## config.mk

```make
export PLATFORM = sky130hd
export DESIGN_NAME = vx_writeback_arb
export DESIGN_NICKNAME = d
export VERILOG_FILES = /design/src/rtl/vx_writeback_arb_pkg.sv /design/src/rtl/vx_rr_lock_arbiter.sv /design/src/rtl/vx_writeback_arb.sv
export SDC_FILE = /design/constraint.sdc
export NUM_CORES = 1
export LEC_CHECK = 0
export ABC_AREA = 1
export BUFFER_PORTS_ARGS = -buffer_cell sky130_fd_sc_hd__buf_2
export CORE_AREA = 8 8 424 426
export DETAILED_ROUTE_END_ITERATION = 8
export DIE_AREA = 0 0 432 434
export HOLD_SLACK_MARGIN = 0.15
export PLACE_DENSITY_LB_ADDON = 0.1
export RECOVER_POWER = 100
export SYNTH_ARGS = -nofsm -noshare
export SYNTH_HDL_FRONTEND = slang
export SYNTH_HIERARCHICAL = 1
export SYNTH_SLANG_ARGS = --single-unit
```

## constraint.sdc

```tcl
create_clock -name clk -period 16.4 [get_ports clk]
set_clock_uncertainty 0.05 [all_clocks]
set_input_delay 0.82 -clock clk [delete_from_list [all_inputs] [get_ports clk]]
set_output_delay 0.82 -clock clk [all_outputs]
set_load 0.03 [all_outputs]
```

## src/rtl/vx_writeback_arb_pkg.sv

```systemverilog
// Shared types for the writeback arbiter: lock FSM states, the writeback beat layout
// at the default geometry, and an index-width helper that stays >= 1 for single-source builds.
package vx_writeback_arb_pkg;

  localparam int DEF_NUM_THREADS = 4;
  localparam int DEF_XLEN        = 32;
  localparam int DEF_NR_BITS     = 6;
  localparam int DEF_WIS_W       = 2;
  localparam int DEF_UUID_W      = 44;

  typedef enum logic {
    WB_ARB_IDLE   = 1'b0,
    WB_ARB_LOCKED = 1'b1
  } wb_arb_state_e;

  typedef struct packed {
    logic [DEF_UUID_W-1:0]               uuid;
    logic [DEF_WIS_W-1:0]                wis;
    logic [DEF_NUM_THREADS-1:0]          tmask;
    logic [DEF_XLEN-1:0]                 PC;
    logic [DEF_NR_BITS-1:0]              rd;
    logic [DEF_NUM_THREADS*DEF_XLEN-1:0] data;
    logic                                sop;
    logic                                eop;
  } wb_beat_t;

  function automatic int idx_width(input int n);
    return (n > 1) ? $clog2(n) : 1;
  endfunction

endpackage

```

## src/rtl/vx_rr_lock_arbiter.sv

```systemverilog
// N-way round-robin arbiter; while lock is high only lock_idx can win, so an open
// packet keeps its source until the top releases the lock.
module vx_rr_lock_arbiter
  import vx_writeback_arb_pkg::*;
#(
  parameter int N = 4,
  localparam int IDX_W = idx_width(N)
) (
  input  logic             clk,
  input  logic             reset,
  input  logic [N-1:0]     valid,
  input  logic             lock,
  input  logic [IDX_W-1:0] lock_idx,
  output logic [N-1:0]     grant,
  output logic [IDX_W-1:0] grant_idx
);

  logic [IDX_W-1:0] ptr;

  always_comb begin
    int   j;
    logic found;
    grant     = '0;
    grant_idx = '0;
    found     = 1'b0;
    j         = 0;
    if (lock) begin
      grant_idx       = lock_idx;
      grant[lock_idx] = valid[lock_idx];
    end else begin
      for (int k = 0; k < N; k++) begin
        j = (int'(ptr) + k) % N;
        if (!found && valid[j]) begin
          found     = 1'b1;
          grant[j]  = 1'b1;
          grant_idx = IDX_W'(j);
        end
      end
    end
  end

  // Pointer moves past every winner, including beats granted under lock.
  always_ff @(posedge clk or posedge reset) begin
    if (reset)
      ptr <= '0;
    else if (|grant)
      ptr <= (int'(grant_idx) == N - 1) ? '0 : grant_idx + 1'b1;
  end

endmodule

```

## src/rtl/vx_writeback_arb.sv

```systemverilog
// Merges commit streams into one registered writeback beat per cycle; sop..eop packets
// from one source are kept contiguous by locking the arbiter until eop is accepted.
module vx_writeback_arb
  import vx_writeback_arb_pkg::*;
#(
  parameter int NUM_INPUTS  = 4,
  parameter int NUM_THREADS = 4,
  parameter int XLEN        = 32,
  parameter int NR_BITS     = 6,
  parameter int WIS_W       = 2,
  parameter int UUID_W      = 44
) (
  input  logic                               clk,
  input  logic                               reset,
  input  logic [NUM_INPUTS-1:0]              in_valid,
  output logic [NUM_INPUTS-1:0]              in_ready,
  input  logic [NUM_INPUTS*UUID_W-1:0]       in_uuid,
  input  logic [NUM_INPUTS*WIS_W-1:0]        in_wis,
  input  logic [NUM_INPUTS*NUM_THREADS-1:0]  in_tmask,
  input  logic [NUM_INPUTS*XLEN-1:0]         in_PC,
  input  logic [NUM_INPUTS*NR_BITS-1:0]      in_rd,
  input  logic [NUM_INPUTS*NUM_THREADS*XLEN-1:0] in_data,
  input  logic [NUM_INPUTS-1:0]              in_sop,
  input  logic [NUM_INPUTS-1:0]              in_eop,
  output logic                               wb_valid,
  output logic [UUID_W-1:0]                  wb_uuid,
  output logic [WIS_W-1:0]                   wb_wis,
  output logic [NUM_THREADS-1:0]             wb_tmask,
  output logic [XLEN-1:0]                    wb_PC,
  output logic [NR_BITS-1:0]                 wb_rd,
  output logic [NUM_THREADS*XLEN-1:0]        wb_data,
  output logic                               wb_sop,
  output logic                               wb_eop
);

  localparam int IDX_W = idx_width(NUM_INPUTS);
  localparam int DW    = NUM_THREADS * XLEN;

  wb_arb_state_e         state, state_n;
  logic [IDX_W-1:0]      lock_src, lock_src_n;
  logic [NUM_INPUTS-1:0] grant;
  logic [IDX_W-1:0]      grant_idx;
  logic                  fire, sel_sop, sel_eop, proto_err;

  // Masking valids during reset keeps in_ready low without a wb-side path.
  vx_rr_lock_arbiter #(.N(NUM_INPUTS)) arb (
    .clk       (clk),
    .reset     (reset),
    .valid     (in_valid & {NUM_INPUTS{~reset}}),
    .lock      (state == WB_ARB_LOCKED),
    .lock_idx  (lock_src),
    .grant     (grant),
    .grant_idx (grant_idx)
  );

  assign in_ready  = grant;
  assign fire      = |grant;
  assign sel_sop   = in_sop[grant_idx];
  assign sel_eop   = in_eop[grant_idx];
  assign proto_err = fire && ((state == WB_ARB_IDLE) ? !sel_sop : sel_sop);

  // Malformed sequences are forwarded; the lock simply follows eop.
  always_comb begin
    state_n    = state;
    lock_src_n = lock_src;
    if (fire) begin
      if (state == WB_ARB_IDLE && !sel_eop) begin
        state_n    = WB_ARB_LOCKED;
        lock_src_n = grant_idx;
      end else if (state == WB_ARB_LOCKED && sel_eop) begin
        state_n = WB_ARB_IDLE;
      end
    end
  end

  always_ff @(posedge clk or posedge reset) begin
    if (reset) begin
      state    <= WB_ARB_IDLE;
      lock_src <= '0;
    end else begin
      state    <= state_n;
      lock_src <= lock_src_n;
    end
  end

  always_ff @(posedge clk or posedge reset) begin
    if (reset) begin
      wb_valid <= 1'b0;
      wb_uuid  <= '0;
      wb_wis   <= '0;
      wb_tmask <= '0;
      wb_PC    <= '0;
      wb_rd    <= '0;
      wb_data  <= '0;
      wb_sop   <= 1'b0;
      wb_eop   <= 1'b0;
    end else begin
      wb_valid <= fire;
      if (fire) begin
        wb_uuid  <= in_uuid[grant_idx*UUID_W +: UUID_W];
        wb_wis   <= in_wis[grant_idx*WIS_W +: WIS_W];
        wb_tmask <= in_tmask[grant_idx*NUM_THREADS +: NUM_THREADS];
        wb_PC    <= in_PC[grant_idx*XLEN +: XLEN];
        wb_rd    <= in_rd[grant_idx*NR_BITS +: NR_BITS];
        wb_data  <= in_data[grant_idx*DW +: DW];
        wb_sop   <= sel_sop;
        wb_eop   <= sel_eop;
      end
    end
  end

  wb_sop_eop_order: assert property (@(posedge clk) disable iff (reset) !proto_err)
    else $warning("vx_writeback_arb: sop/eop protocol error on source %0d", grant_idx);

endmodule
```

==> results.md <==
- # Max-Cap Violations: 6
- Clock latency on the worst-skew pair: 560 ps
- Pin count of the biggest net entering global routing: 181
- Final RePlAce weighted congestion: between 0.8 and 0.9
- Critical Path RT: between 15,000 and 20,000 ps
- Synth Net Count: 4,511
- GR Overflow Total: 0
- Iter 0 DRT Violations: 1,213
- CP delay by family, top: buffers and inverters
- CTS tree: done
- Setup violations, final: 0
- Most frequent cells in the layout: nand2_1 (1,566), inv_1 (885), buf_2 (876)
- Final wirelength: approximately 140,000 microns
- Site Rows: 153
- Post-DP HPWL: between 100,000 and 150,000 microns
- Initial antenna violation count: 51
- Die Span X: 432 microns
- DRC violations left: 0
- Clock tree sinks: 224
- CP Capture Type: register
- Starting Density: 0.115
- Flops & latches, synth: 224
- Num CTS Buffers: 39
- CP Launch Type: input port
- Leading cell type in the layout, fill and taps excluded: nand2_1
- CP max stage cell: clkinvlp_2
- GR Util All Layers: 0.136
- Total Die Area: 187,000 sq um
- Syn Area/Cell: about 5.5 sq um
- Synth Cell Area: 19,900 sq um
- Max Fclk: 0.103 GHz
- Buf/Inv on CP: 7
- Worst hold path class: reg2reg
- RSZ-0062 raised after global routing: false
- Clock root buffer: clkbuf_16
- Post-cts resize count: 0
- Post-synthesis sequential area ratio: 0.282
- DR WL/cell: 19.5 microns
- Crit-path max cell delay: between 3000 and 4000 ps
- Critical path class: in2reg
- First-pass GRT wire length: 190,000 microns
- Port bufs: 1,100
- Area grow syn2layout: 42.4%
- ANT nets after route: 0
- Yosys synthesis warning count: 6
- Multi-input gate area: 9660 sq um
- Period utilization: 0.595
- Failing checks: max-capacitance violations, max-slew violations
- Crit-path max FO: 60
- Core box area: 173,000 sq um
- Share of post-route cells with drive strength above 1: 0.214
- # IOs: 1,101
- Fin. max-slew vios: 327
- FILL cells: 20.8k
- Chip height: roughly 430 microns
- Worst Tran Pin Value: around 3900 ps
- Min cycle time layout: 9750 ps
- Critical Path, Cell by Cell: dlygate4sd3_1 > clkbuf_1 > nor2_1 > inv_1 > nand2_1 > nand3_1 > nand2_1 > nor2_1 > nand3_1 > nand2_1 > o21bai_1 > clkinvlp_2 > clkinvlp_2 > buf_4 > buf_4 > nand3_1 > nand2_1 > nand2_1 > nand2_1
- WP data arrival: 10,210 ps
- CTS max path bufs: 3
- Status: finished, violations left
- Setup Buffers After CTS: 0
- Top cell by count, worst path: nand2_1
- Vias in the first global route: 26.1k
- Final instance area: about 28,000 sq um
- Register Area: 5610 sq um
- Relative slew margins: -1.58
- Setup Total Neg Slack: 0 ps
- Fin nets: 5,459
- Synth cell types: 25
- Drt pass-1 iters: 5
- H-Tree Depth: 2
- Final hold vios: 0
- Worst-path clk slew: about 50 ps
- Post-DP Area: 27,400 sq um
- Vias per inst: 3.58
- Mapped Cells: 3,626
- Routed vias: between 20k and 25k
[path summary, 6_finish.rpt]
| check | to | slack [ps] | cells past startpoint | startpoint |
|---|---|---|---|---|
| worst max-delay path | wb_PC[7]$_DFFE_PP0P_ | 6650 | 19 | reset |
| worst min-delay path | wb_data[70]$_DFFE_PP0P_ | 450 | 2 | wb_data[70]$_DFFE_PP0P_ |
| worst max register to register | lock_src[1]$_DFFE_PP0P_ | 7070 | 17 | arb/ptr[0]$_DFFE_PP0P_ |
| worst min register to register | wb_data[70]$_DFFE_PP0P_ | 450 | 2 | wb_data[70]$_DFFE_PP0P_ |
| max in group asynchronous | wb_data[120]$_DFFE_PP0P_ | 9830 | 4 | reset |
| min in group asynchronous | arb/ptr[0]$_DFFE_PP0P_ | 690 | 3 | reset |
[routing by layer]
metal | track usage | routed length [microns] | vias up
met5 | 0 | 80 | -
met4 | 0.0557 | 4960 | 12
met3 | 0.0403 | 9590 | 175
met2 | 0.240 | 67800 | 780
met1 | 0.154 | 53000 | 11500
li1 | - | - | 12500
[area by class of cell]
type,instances,area share
flip-flops and latches,224,0.198
inverters,892,0.119
clock inverters,11,0.00336
well taps,2325,0.103
repair buffers,1124,0.193
multi-input cells,2293,0.341
clock buffers,55,0.0398
diodes,26,0.00230
[what timing repair did]
action | 4_1_cts | 5_1_grt
hold buffers | 1 | 0
setup endpoints to repair | 0 | 0
endpoints found under the hold margin | 2 | 0
[flip-flops by register name (all words and copies together), names as in the netlist, 2 cells and up]
signal    count
lock_src      2
wb_rd         6
arb/ptr       2
wb_data     128
wb_uuid      44
wb_tmask      4
wb_PC        32
wb_wis        2
[per-stage QoR]
stage	setup WS [ps]	cells	hold WS (ps)	util
CTS	11050	6924	454	0.165
global placement	10970	6857	442	0.158
finish	6650	6950	452	0.164
global route	5820	6934	473	0.163
floorplan	9450	3626	446	-
detailed placement	10970	6857	439	0.158
[worst reg2reg max path, cell delays in order, from the launching register on]
cell and delay (ps):
dfrtp_1 530, inv_2 190, ha_1 400, inv_1 90, nand2_1 80, nand2_2 50
nor2_1 450, nand2_2 130, o21ai_1 150, o21bai_1 100, clkinvlp_2 1530, clkinvlp_2 3200
buf_4 1170, nand3_1 370, nand2_1 120, ha_1 210, nand2_1 140, o21ai_0 150
[cells by family (layout without fill, tap and decap cells)]
family	Yosys count	after routing	share of synthesized area
AND/OR/NAND/NOR	2273	2273	0.478
other	0	26	0
flip-flops	224	224	0.282
AO/OA/AOI/OAI	13	13	0.00466
buffers and inverters	1109	2082	0.231
adder cells (fa/ha/maj)	7	7	0.00441
[synthesized netlist by cell type]
master,instances,area [sq um]
nor2_8,1,20.0
a21boi_1,1,7.51
buf_2,100,500
a21oi_2,4,35.0
a21boi_0,3,22.5
nand2_4,1,11.3
buf_4,52,390
inv_1,888,3330
clkbuf_1,27,101
nor2_1,7,26.3
inv_2,4,15.0
dfrtp_1,224,5610
nand2_2,14,87.6
o21bai_1,1,7.51
nor2_4,3,33.8
ha_1,7,87.6
buf_6,13,146
o21ai_0,3,15.0
nor2_2,2,12.5
nand3_1,670,3350
buf_1,25,93.8
nand3_4,2,35.0
nand4_1,8,50.1
o21ai_1,1,5.00
nand2_1,1565,5870
Power is not shown: default switching activity piles up to over one toggle a cycle in this logic, so the estimate is an artifact.
